### config.mk
export PLATFORM = sky130hd
export DESIGN_NAME = alarm_trigger
export DESIGN_NICKNAME = d
export VERILOG_FILES = /design/src/rtl/alarm_trigger.sv
export SDC_FILE = /design/constraint.sdc
export NUM_CORES = 1
export LEC_CHECK = 0
export BUFFER_PORTS_ARGS = -buffer_cell sky130_fd_sc_hd__clkbuf_2
export CAP_MARGIN = 20
export CORE_ASPECT_RATIO = 1.5
export CORE_UTILIZATION = 35
export CTS_CLUSTER_SIZE = 8
export DETAILED_ROUTE_END_ITERATION = 12
export GPL_TIMING_DRIVEN = 0
export MAX_ROUTING_LAYER = met4
export PLACE_DENSITY = 0.52
export SYNTH_ARGS = -nofsm -noshare
export SYNTH_HDL_FRONTEND = slang
export SYNTH_SLANG_ARGS = --single-unit
### constraint.sdc
create_clock -name CLK -period 6.5 [get_ports CLK]
set_clock_uncertainty 0.1 [all_clocks]
set_input_delay 1.3 -clock CLK [delete_from_list [all_inputs] [get_ports CLK]]
set_output_delay 1.3 -clock CLK [all_outputs]
set_load 0.02 [all_outputs]
### src/rtl/alarm_trigger.sv
// Alarm trigger: compares running time against the alarm setting at second 0, rings a
// square-wave buzzer, and handles stop, limited snoozes and auto-off.
module alarm_trigger #(
   parameter int TONE_DIV   = 500,
   parameter int RING_SEC   = 60,
   parameter int SNOOZE_MIN = 5,
   parameter int MAX_SNOOZE = 3
) (
   input  logic       CLK,
   input  logic       RESETN,
   input  logic       SEC_TICK,
   input  logic [6:0] HOUR,
   input  logic [6:0] MIN,
   input  logic [6:0] SEC,
   input  logic [6:0] HOUR_A,
   input  logic [6:0] MIN_A,
   input  logic       ALARM_EN,
   input  logic       STOP,
   input  logic       SNZ,
   output logic       BUZZ,
   output logic       ALARM_ACT,
   output logic [1:0] STATE
);

   localparam int SNZ_TICKS = SNOOZE_MIN * 60;
   localparam int TONE_W    = $clog2(TONE_DIV + 1);
   localparam int RING_W    = $clog2(RING_SEC + 1);
   localparam int TMR_W     = $clog2(SNZ_TICKS + 1);
   localparam int CNT_W     = $clog2(MAX_SNOOZE + 1);

   typedef enum logic [1:0] {
      ST_IDLE    = 2'b00,
      ST_RINGING = 2'b01,
      ST_SNOOZE  = 2'b10
   } state_t;

   state_t            state_reg;
   logic              buzz_reg;
   logic              act_reg;
   logic [TONE_W-1:0] tone_cnt_reg;
   logic [RING_W-1:0] ring_cnt_reg;
   logic [TMR_W-1:0]  snz_tmr_reg;
   logic [CNT_W-1:0]  snz_cnt_reg;

   logic stop_d_reg;
   logic snz_d_reg;
   logic stop_en_reg;
   logic snz_en_reg;

   logic time_match;
   logic snz_ok;
   logic ring_last;
   logic tone_wrap;
   logic tmr_last;

   // One-cycle press pulses; a held button produces a single pulse.
   always_ff @(posedge CLK or negedge RESETN) begin
      if (!RESETN) begin
         stop_d_reg  <= 1'b0;
         snz_d_reg   <= 1'b0;
         stop_en_reg <= 1'b0;
         snz_en_reg  <= 1'b0;
      end else begin
         stop_d_reg  <= STOP;
         snz_d_reg   <= SNZ;
         stop_en_reg <= STOP & ~stop_d_reg;
         snz_en_reg  <= SNZ & ~snz_d_reg;
      end
   end

   assign time_match = SEC_TICK && (HOUR == HOUR_A) && (MIN == MIN_A) && (SEC == 7'd0);
   assign snz_ok     = snz_en_reg && (snz_cnt_reg < CNT_W'(MAX_SNOOZE));
   assign ring_last  = ring_cnt_reg >= RING_W'(RING_SEC - 1);
   assign tone_wrap  = tone_cnt_reg >= TONE_W'(TONE_DIV - 1);
   assign tmr_last   = snz_tmr_reg <= TMR_W'(1);

   always_ff @(posedge CLK or negedge RESETN) begin
      if (!RESETN) begin
         state_reg    <= ST_IDLE;
         buzz_reg     <= 1'b0;
         act_reg      <= 1'b0;
         tone_cnt_reg <= '0;
         ring_cnt_reg <= '0;
         snz_tmr_reg  <= '0;
         snz_cnt_reg  <= '0;
      end else if (!ALARM_EN) begin
         state_reg   <= ST_IDLE;
         buzz_reg    <= 1'b0;
         act_reg     <= 1'b0;
         snz_cnt_reg <= '0;
      end else begin
         case (state_reg)
            ST_IDLE: begin
               if (time_match) begin
                  state_reg    <= ST_RINGING;
                  act_reg      <= 1'b1;
                  ring_cnt_reg <= '0;
                  tone_cnt_reg <= '0;
                  buzz_reg     <= 1'b0;
               end
            end
            ST_RINGING: begin
               if (stop_en_reg) begin
                  state_reg   <= ST_IDLE;
                  buzz_reg    <= 1'b0;
                  act_reg     <= 1'b0;
                  snz_cnt_reg <= '0;
               end else if (snz_ok) begin
                  state_reg   <= ST_SNOOZE;
                  snz_cnt_reg <= snz_cnt_reg + CNT_W'(1);
                  snz_tmr_reg <= TMR_W'(SNZ_TICKS);
                  buzz_reg    <= 1'b0;
               end else if (SEC_TICK && ring_last) begin
                  state_reg   <= ST_IDLE;
                  buzz_reg    <= 1'b0;
                  act_reg     <= 1'b0;
                  snz_cnt_reg <= '0;
               end else begin
                  if (tone_wrap) begin
                     tone_cnt_reg <= '0;
                     buzz_reg     <= ~buzz_reg;
                  end else begin
                     tone_cnt_reg <= tone_cnt_reg + TONE_W'(1);
                  end
                  if (SEC_TICK) begin
                     ring_cnt_reg <= ring_cnt_reg + RING_W'(1);
                  end
               end
            end
            ST_SNOOZE: begin
               if (stop_en_reg) begin
                  state_reg   <= ST_IDLE;
                  buzz_reg    <= 1'b0;
                  act_reg     <= 1'b0;
                  snz_cnt_reg <= '0;
               end else if (SEC_TICK) begin
                  if (tmr_last) begin
                     // Snooze over: restart a full ring period from a clean tone phase.
                     state_reg    <= ST_RINGING;
                     snz_tmr_reg  <= '0;
                     ring_cnt_reg <= '0;
                     tone_cnt_reg <= '0;
                     buzz_reg     <= 1'b0;
                  end else begin
                     snz_tmr_reg <= snz_tmr_reg - TMR_W'(1);
                  end
               end
            end
            default: begin
               state_reg   <= ST_IDLE;
               buzz_reg    <= 1'b0;
               act_reg     <= 1'b0;
               snz_cnt_reg <= '0;
            end
         endcase
      end
   end

   assign STATE     = state_reg;
   assign BUZZ      = buzz_reg;
   assign ALARM_ACT = act_reg;

endmodule

==> results.py, run 1 <==
metrics = {
    "route": {
        "vias_per_cell": 5.40,
        "drtPass1Iterations": 4,
        "routed_wl_um": 4950,
        "ant_nets": 0,
        "drc": 0,
        "drtIter0Drc": 57,
        "wl_per_cell_um": 14.5,
        "vias": 1840,
    },
    "clocking": {
        "clock_path_buffers": 2,
        "cts_root_buffer": "clkbuf_8",
        "clk_pin_slew_ps": 60,
        "cts_sinks": 34,
        "post_cts_resized": 0,
        "numCtsBuffers": 5,
        "cts_setup_buffers": 0,
        "holdBufCountCts": 0,
        "insertion_delay_ps": 280,
        "cts_tree": "built",
        "cts.htree.levels": 2,
    },
    "synth": {
        "synth.net_count": 263,
        "ys_warn_count": 0,
        "async_flop_share_pct": 100,
        "netlist_instances": 217,
        "synth_edf_count": 0,
        "synth.avg_cell_area_um2": 9.74,
        "synth_top_cells_by_area": "dfrtp_1 40%, xnor2_1 6.2%, a21o_1 4.3%",
        "synth.largest_area_cell": "dfrtp_1",
        "netlist_area_um2": 2110,
        "ys_types": 50,
        "synth-seq-area-share_pct": 40.2,
        "synthFlopType": "dfrtp_1",
        "synth-seq-cells": 34,
        "yosysTopAreaCellShare_pct": 40.2,
    },
    "sta": {
        "setup_viol": 0,
        "tightest_slew_ps": 888,
        "hold_violations": 0,
        "finalMaxSlewViolations": 0,
        "rsz0062_at_grt": "false",
        "slew_headroom_pct": 40.8,
        "fmax_mhz": 337,
        "worst_slack_ps": 3530,
        "finalSetupTns_ps": 0,
        "whs_ps": 293,
        "fin_crit_sh_pct": 45.7,
        "min_period_ps": 2970,
    },
    "floorplan": {
        "num_rows": 34,
        "design.core.area_um2": 5830,
        "die_width_um": 65.5,
        "die_area_um2": 6360,
        "io_pins": 45,
        "start_util_pct": 36.3,
        "fp.dieH_um": 97.2,
    },
    "final_layout": {
        "stdcell_area_um2": 2520,
        "num_antenna_cells": 0,
        "multi_input_area_um2": 1220,
        "area_growth_pct": 19.0,
        "layout.nets": 314,
        "drive_gt1_share_pct": 24.5,
        "fillerInstances": 596,
        "regArea_um2": 851,
    },
    "setup_path": {
        "cp_max_fo": 10,
        "endpoint_kind": "flip-flop",
        "required_ps": 6570,
        "worstSetupPathType": "in2reg",
        "setup.worst_path.start_class": "primary input",
        "arrival_ps": 3040,
    },
    "status": {
        "status": "finished, final reports clean",
    },
    "placement": {
        "numPortBuffers": 44,
        "routabilityCongestion": 0.781,
        "dp_slack_ps": 3180,
        "post-dp-hpwl_um": 3810,
        "dpl_cell_area_um2": 2420,
    },
    "global_routing": {
        "grt_pass1_vias": 1873,
        "antenna_found_initial": 0,
        "grt_pass1_wl_um": 8540,
        "grt_overflow": 0,
        "grt_max_degree": 35,
        "grt_usage_pct": 17.7,
    },
    "run": {
        "cap_violations": 0,
    },
    "power": {
        "ir_drop_mv": 0.110,
        "p_leak_nw": 1.18,
        "p_per_area_nw_per_um2": 164,
    },
    "worst_hold_path": {
        "hold_path_class": "reg2reg",
    },
}
==> routing by layer <==
metal	vias up	wire length [um]	global-route usage [%]
met3	7	264	3.64
met2	54	2470	30.2
met1	854	2130	20.2
met5	-	0	-
met4	0	88	5.85
li1	925	-	-
==> metrics by stage <==
| stage | utilization, % | total power, mW | instances |
|---|---|---|---|
| floorplan | - | 0.234 | 217 |
| global placement | 41.6 | 0.256 | 333 |
| detailed placement | 41.6 | 0.256 | 333 |
| CTS | 43.2 | 0.420 | 341 |
| global route | 43.2 | 0.435 | 341 |
| finish | 43.2 | 0.413 | 341 |
==> cell families (layout without fill, tap and decap cells) <==
logic type | count (synthesis) | count (layout) | share of synthesized area, %
XOR/XNOR | 16 | 16 | 6.63
buffers and inverters | 11 | 63 | 2.01
AO/OA/AOI/OAI | 64 | 64 | 25.3
flip-flops | 34 | 34 | 40.2
adder cells (fa/ha/maj) | 5 | 5 | 2.96
multiplexers | 1 | 1 | 0.473
AND/OR/NAND/NOR | 86 | 86 | 22.4
==> final cells by class <==
cell class | instances | share of cell area [%]
repair buffers | 44 | 8.75
plain buffers | 3 | 0.497
clock buffers | 7 | 3.43
multi-input cells | 172 | 48.5
inverters | 8 | 1.19
clock inverters | 1 | 0.199
flip-flops and latches | 34 | 33.8
well taps | 72 | 3.58
==> cell usage after synthesis, types with 2 or more instances <==
| cell type | number |
|---|---|
| or3_1 | 3 |
| o22a_1 | 3 |
| o21a_1 | 2 |
| and4_1 | 3 |
| and3_1 | 3 |
| o21ai_1 | 2 |
| nand4_1 | 12 |
| o31ai_1 | 7 |
| o21ai_0 | 8 |
| o221a_2 | 2 |
| nor3b_1 | 3 |
| nor3_1 | 4 |
| or2_2 | 2 |
| dfrtp_1 | 34 |
| o21bai_1 | 2 |
| a31oi_1 | 2 |
| a21o_1 | 12 |
| inv_1 | 8 |
| nand2b_1 | 3 |
| nor2_1 | 11 |
| nand3_1 | 14 |
| nand2_1 | 17 |
| o211ai_1 | 3 |
| a21oi_1 | 6 |
| clkbuf_1 | 2 |
| nor2b_1 | 6 |
| ha_1 | 5 |
| o2bb2ai_1 | 2 |
| xnor2_1 | 15 |
==> final timing paths <==
path / startpoint / endpoint / slack (ps) / cells past startpoint
worst max register to register: ring_cnt_reg[0]$_DFFE_PN0P_ / tone_cnt_reg[6]$_DFFE_PN0P_ / 4130 / 7
worst max-delay path: SEC[1] / tone_cnt_reg[6]$_DFFE_PN0P_ / 3530 / 7
worst min register to register: snz_d_reg$_DFF_PN0_ / snz_en_reg$_DFF_PN0_ / 290 / 1
min in group asynchronous: RESETN / tone_cnt_reg[2]$_DFFE_PN0P_ / 1020 / 1
max in group asynchronous: RESETN / snz_tmr_reg[1]$_DFFE_PN0P_ / 4710 / 1
worst min-delay path: snz_d_reg$_DFF_PN0_ / snz_en_reg$_DFF_PN0_ / 290 / 1
==> critical path: stages <==
cell,delay [ps]
clkbuf_2,80
nor4b_2,270
nand4_1,210
o41ai_4,560
nand2_2,170
buf_2,240
a21o_1,200
==> placed cells by master (no fill, tap or decap), types with 6 or more instances in the layout <==
cell      count
a21o_1       12
a21oi_1       6
clkbuf_2     44
clkbuf_8      6
dfrtp_1      34
inv_1         8
nand2_1      17
nand3_1      14
nand4_1      12
nor2_1       11
nor2b_1       6
o21ai_0       8
o31ai_1       7
xnor2_1      15
==> where the power goes <==
part | leakage [nW] | switching, mW | internal [mW] | total, mW
registers | 0.442 | 0.000468 | 0.213 | 0.213
clock network | 0.0482 | 0.0762 | 0.0855 | 0.162
logic | 0.691 | 0.0204 | 0.0178 | 0.0382
total | 1.18 | 0.0970 | 0.316 | 0.413
Power figures use the tool's default switching activity.
==> run 2, diff against run 1 <==
Settings changed: PLACE_DENSITY 0.52 to 0.54.
Clock period 6.5 ns to 2.6 ns, I/O delays scaled along.
==> run 2 against run 1 <==
  * Die area unchanged
  * Critical endpoint is now ring_cnt_reg[2]$_DFFE_PN0P_
  * Global-route usage down 0.68 points
  * Via count up 1.1%
  * Worst setup slack worse by 3300 ps
  * Cell count unchanged
  * Total power rose to 3.0 times the previous value
  * Design area up 2.0%
  * Wire length down 2.9%
==> results.py, run 2 (synthesis results as in run 1) <==
metrics = {
    "status": {
        "status": "finished, final reports clean",
    },
    "setup_path": {
        "arrival_ps": 2450,
        "endpoint_kind": "flip-flop",
        "required_ps": 2680,
        "worstSetupPathType": "reg2reg",
        "cp_max_fo": 10,
        "setup.worst_path.start_class": "flip-flop",
    },
    "route": {
        "routed_wl_um": 4810,
        "vias": 1861,
        "ant_nets": 0,
        "met2_length_um": 2550,
        "wl_per_cell_um": 14.1,
        "top_layer": "met4",
        "met1_length_um": 1950,
        "met3WireLength_um": 216,
        "vias_per_cell": 5.46,
        "drtIter0Drc": 46,
        "drc": 0,
        "drtPass1Iterations": 4,
    },
    "floorplan": {
        "io_pins": 45,
        "die_area_um2": 6360,
        "fp.dieH_um": 97.2,
        "num_rows": 34,
        "start_util_pct": 36.3,
        "design.core.area_um2": 5830,
        "die_width_um": 65.5,
    },
    "placement": {
        "post-dp-hpwl_um": 3670,
        "numPortBuffers": 44,
        "dp_slack_ps": 101,
        "routabilityCongestion": 0.769,
    },
    "power": {
        "ir_drop_mv": 0.296,
        "p_per_area_nw_per_um2": 483,
        "p_switching_mw": 0.255,
        "netSwitchingFraction_pct": 20.5,
        "clkPwrFrac_pct": 49.5,
        "p_total_mw": 1.24,
        "internal-power_mw": 0.985,
        "p_leak_nw": 1.20,
        "power_frac_comb_pct": 7.6,
        "pwr-share-seq_pct": 43.0,
    },
    "clocking": {
        "insertion_delay_ps": 290,
        "post_cts_resized": 0,
        "clk_pin_slew_ps": 70,
        "holdBufCountCts": 0,
        "clock_path_buffers": 2,
        "cts_root_buffer": "clkbuf_8",
        "cts_setup_buffers": 0,
        "cts_sinks": 34,
        "cts_tree": "built",
        "numCtsBuffers": 5,
        "cts.htree.levels": 2,
    },
    "sta": {
        "rsz0062_at_grt": "false",
        "finalMaxSlewViolations": 0,
        "min_period_ps": 2370,
        "fmax_mhz": 422,
        "hold_violations": 0,
        "fin_crit_sh_pct": 91.2,
        "finalSetupTns_ps": 0,
        "tightest_slew_ps": 870,
        "slew_headroom_pct": 42.0,
        "setup_viol": 0,
        "worst_slack_ps": 228,
    },
    "global_routing": {
        "grt_overflow": 0,
        "antenna_found_initial": 0,
        "grt_max_degree": 35,
        "grt_pass1_vias": 1813,
        "grt_pass1_wl_um": 8140,
        "grt_usage_pct": 17.0,
    },
    "final_layout": {
        "layout.nets": 314,
        "area_growth_pct": 21.4,
        "drive_gt1_share_pct": 24.9,
        "num_antenna_cells": 0,
        "layout_common_cells": "44 x clkbuf_2, 34 x dfrtp_1, 17 x nand2_1",
        "final_common_cell": "clkbuf_2",
        "fillerInstances": 608,
    },
    "worst_hold_path": {
        "hold_path_class": "in2async",
    },
    "run": {
        "cap_violations": 0,
    },
}
-- run 2: cell types whose count changed in the layout (fill, tap and decap cells not counted), sizes merged --
cell,delta
bufinv,+2
clkinv,-1
clkbuf,-1
-- run 2: critical path, cell delays in order (launching register included) --
cell and delay (ps):
dfrtp_1 410, inv_1 110, ha_1 140, o21bai_1 100, and4_1 180, clkbuf_1 350
o221a_2 370, nand2_2 90, buf_2 220, a21o_1 200
-- run 2: per-layer routing --
layer	up-vias	track usage, %
met2	46	30.6
met5	-	-
met3	7	3.29
met1	888	17.7
li1	920	-
met4	0	6.52
-- run 2: power by group through the flow --
| stage | sequential [mW] | combinational (mW) | clock (mW) |
|---|---|---|---|
| after global routing | 0.533 | 0.105 | 0.645 |
| after detailed placement | 0.544 | 0.0951 | 0 |
| after global placement | 0.543 | 0.0947 | 0 |
| after floorplan | 0.543 | 0.0424 | 0 |
| after CTS | 0.533 | 0.0958 | 0.628 |
| final | 0.533 | 0.0936 | 0.613 |
-- run 2: through the flow --
stage / area [um2] / util, % / hold slack [ps] / cells
6_report: 2570 / 44.1 / 233 / 341
5_1_grt: 2570 / 44.1 / 238 / 341
4_1_cts: 2570 / 44.1 / 234 / 341
3_5_place_dp: 2420 / 41.6 / 288 / 333
3_3_place_gp: 2420 / 41.6 / 282 / 333
2_1_floorplan: 2110 / - / 124 / 217
-- run 2: cell type report --
type                            instances  area (um2)  share of cell area (%)
Buffer                                  3        12.5                   0.487
Clock buffer                            6        82.6                    3.22
Clock inverter                          2        60.1                    2.34
Inverter                                8        30.0                    1.17
Multi-Input combinational cell        172        1220                    47.6
Sequential cell                        34         851                    33.1
Tap cell                               72        90.1                    3.51
Timing Repair Buffer                   44         220                    8.58
-- run 2: path summary, 6_finish.rpt --
path	slack [ps]	start	end	cells past startpoint
max	230	snz_tmr_reg[1]$_DFFE_PN0P_	ring_cnt_reg[2]$_DFFE_PN0P_	9
min	230	RESETN	STATE[0]$_DFFE_PN0P_	1
max reg2reg	230	snz_tmr_reg[1]$_DFFE_PN0P_	ring_cnt_reg[2]$_DFFE_PN0P_	9
min reg2reg	300	snz_d_reg$_DFF_PN0_	snz_en_reg$_DFF_PN0_	1
max in group asynchronous	1630	RESETN	snz_d_reg$_DFF_PN0_	1
min in group CLK	240	STOP	stop_d_reg$_DFF_PN0_	1
==> run 3, diff against run 2 <==
Settings changed: CORE_ASPECT_RATIO 1.5 to 1.2, CORE_UTILIZATION 35 to 42, PLACE_DENSITY 0.54 to 0.64.
==> run 3 against run 2 <==
  * Wire length decreased by 1.9%
  * Utilization increased by 9.6 points
  * Register-to-register slack about the same
  * Clock power decreased by 25%
  * Worst setup slack improved by 12 ps
  * Sequential power about the same
  * Sequential cell count unchanged
  * Global-route usage increased by 3.1 points
  * First-iteration DRC count increased by 98%
  * Highest routed layer unchanged
==> results.py, run 3 (synthesis results as in run 1) <==
metrics = {
    "floorplan": {
        "io_pins": 45,
        "num_rows": 27,
        "fp.dieH_um": 79.7,
        "die_width_um": 66.8,
        "start_util_pct": 45.0,
        "die_area_um2": 5320,
        "design.core.area_um2": 4700,
    },
    "sta": {
        "min_period_ps": 2360,
        "setup_viol": 0,
        "finalSetupTns_ps": 0,
        "finalMaxSlewViolations": 0,
        "fmax_mhz": 424,
        "slew_headroom_pct": 43.1,
        "fin_crit_sh_pct": 90.8,
        "hold_violations": 0,
        "rsz0062_at_grt": "false",
        "tightest_slew_ps": 854,
    },
    "clocking": {
        "cts_setup_buffers": 0,
        "numCtsBuffers": 5,
        "holdBufCountCts": 0,
        "cts.htree.levels": 2,
        "cts_tree": "built",
        "clk_pin_slew_ps": 70,
        "cts_root_buffer": "clkbuf_8",
        "clock_path_buffers": 2,
        "cts_sinks": 34,
        "insertion_delay_ps": 290,
        "post_cts_resized": 0,
    },
    "setup_path": {
        "cp_max_fo": 10,
        "endpoint_kind": "flip-flop",
        "r2r-end": "tone_cnt_reg[7]$_DFFE_PN0P_",
        "setup.worst_path.start_class": "flip-flop",
        "worstSetupPathType": "reg2reg",
        "arrival_ps": 2430,
        "crit_path_start": "snz_tmr_reg[1]$_DFFE_PN0P_",
        "cp_cell_sequence": "inv_1, ha_1, o21bai_1, and4_1, clkbuf_1, o221a_2, nand2_2, buf_2, a21o_1",
        "slowest_delay_ps": 400,
        "reg2reg_setup_slack_ps": 240,
        "cp_slowest_cell": "dfrtp_1",
        "rr_startpoint": "snz_tmr_reg[1]$_DFFE_PN0P_",
        "required_ps": 2670,
        "r2r_cells": 9,
    },
    "run": {
        "cap_violations": 0,
    },
    "status": {
        "status": "finished, final reports clean",
    },
    "power": {
        "p_total_mw": 1.09,
        "p_leak_nw": 1.19,
        "p_per_area_nw_per_um2": 432,
        "ir_drop_mv": 0.306,
    },
    "placement": {
        "routabilityCongestion": 0.832,
        "numPortBuffers": 44,
        "post-dp-hpwl_um": 3550,
    },
    "global_routing": {
        "grt_pass1_vias": 1773,
        "grt_pass1_wl_um": 7870,
        "antenna_found_initial": 0,
        "grt_max_degree": 35,
        "grt_overflow": 0,
        "grt_usage_pct": 20.1,
    },
    "route": {
        "vias_per_cell": 5.72,
        "drtPass1Iterations": 4,
        "ant_nets": 0,
        "routed_wl_um": 4720,
        "vias": 1870,
        "drc": 0,
        "wl_per_cell_um": 14.4,
        "drtIter0Drc": 91,
    },
    "final_layout": {
        "num_antenna_cells": 0,
        "layout_common_cells": "44 x clkbuf_2, 34 x dfrtp_1, 17 x nand2_1",
        "area_growth_pct": 19.1,
        "drive_gt1_share_pct": 24.9,
        "layout.nets": 314,
        "final_common_cell": "clkbuf_2",
        "fillerInstances": 434,
    },
    "worst_hold_path": {
        "hold_path_class": "in2async",
    },
}
## run 3: worst max-delay path by stage
stage,endpoint,cells after the start
final,tone_cnt_reg[7]$_DFFE_PN0P_,9
after global routing,tone_cnt_reg[7]$_DFFE_PN0P_,9
after CTS,tone_cnt_reg[7]$_DFFE_PN0P_,9
after detailed placement,ring_cnt_reg[2]$_DFFE_PN0P_,7
after global placement,tone_cnt_reg[5]$_DFFE_PN0P_,7
after floorplan,tone_cnt_reg[2]$_DFFE_PN0P_,6
## run 3: area by class of cell
cell class	count	area [um2]	share of cell area (%)
repair buffers	44	220	8.75
flip-flops and latches	34	851	33.8
well taps	58	72.6	2.88
plain buffers	3	12.5	0.497
multi-input cells	172	1220	48.5
clock buffers	8	110	4.37
inverters	8	30.0	1.19
## run 3: through the flow
| stage | cell area [um2] | util (%) | setup slack, ps | std cells | hold slack, ps |
|---|---|---|---|---|---|
| floorplan | 2110 | - | 503 | 217 | 124 |
| global placement | 2410 | 51.3 | 134 | 319 | 282 |
| detailed placement | 2410 | 51.3 | 129 | 319 | 290 |
| CTS | 2520 | 53.6 | 229 | 327 | 244 |
| global route | 2520 | 53.6 | 72.2 | 327 | 249 |
| finish | 2520 | 53.6 | 240 | 327 | 233 |
## run 3: metal layers
| layer | wire length [um] | global-route usage, % |
|---|---|---|
| met3 | 279 | 2.71 |
| met2 | 2260 | 33.6 |
| met5 | 0 | - |
| met1 | 2120 | 24.5 |
| met4 | 51 | 7.23 |
## run 3: where the power goes
group / switching, mW / leakage [nW] / internal, mW / total (mW)
Combinational: 0.0493 / 0.691 / 0.0446 / 0.0939
Sequential: 0.00116 / 0.442 / 0.532 / 0.533
Clock: 0.193 / 0.0575 / 0.268 / 0.461
Total: 0.244 / 1.19 / 0.844 / 1.09
## run 3: worst max-delay path, delay by kind of cell (launching register included)
family,cells,cell delay (ps)
and+or+nand+nor,2,290
DFF,1,400
AOI/OAI and AO/OA,3,650
adders and majority gates,1,140
buffers and inverters,3,670
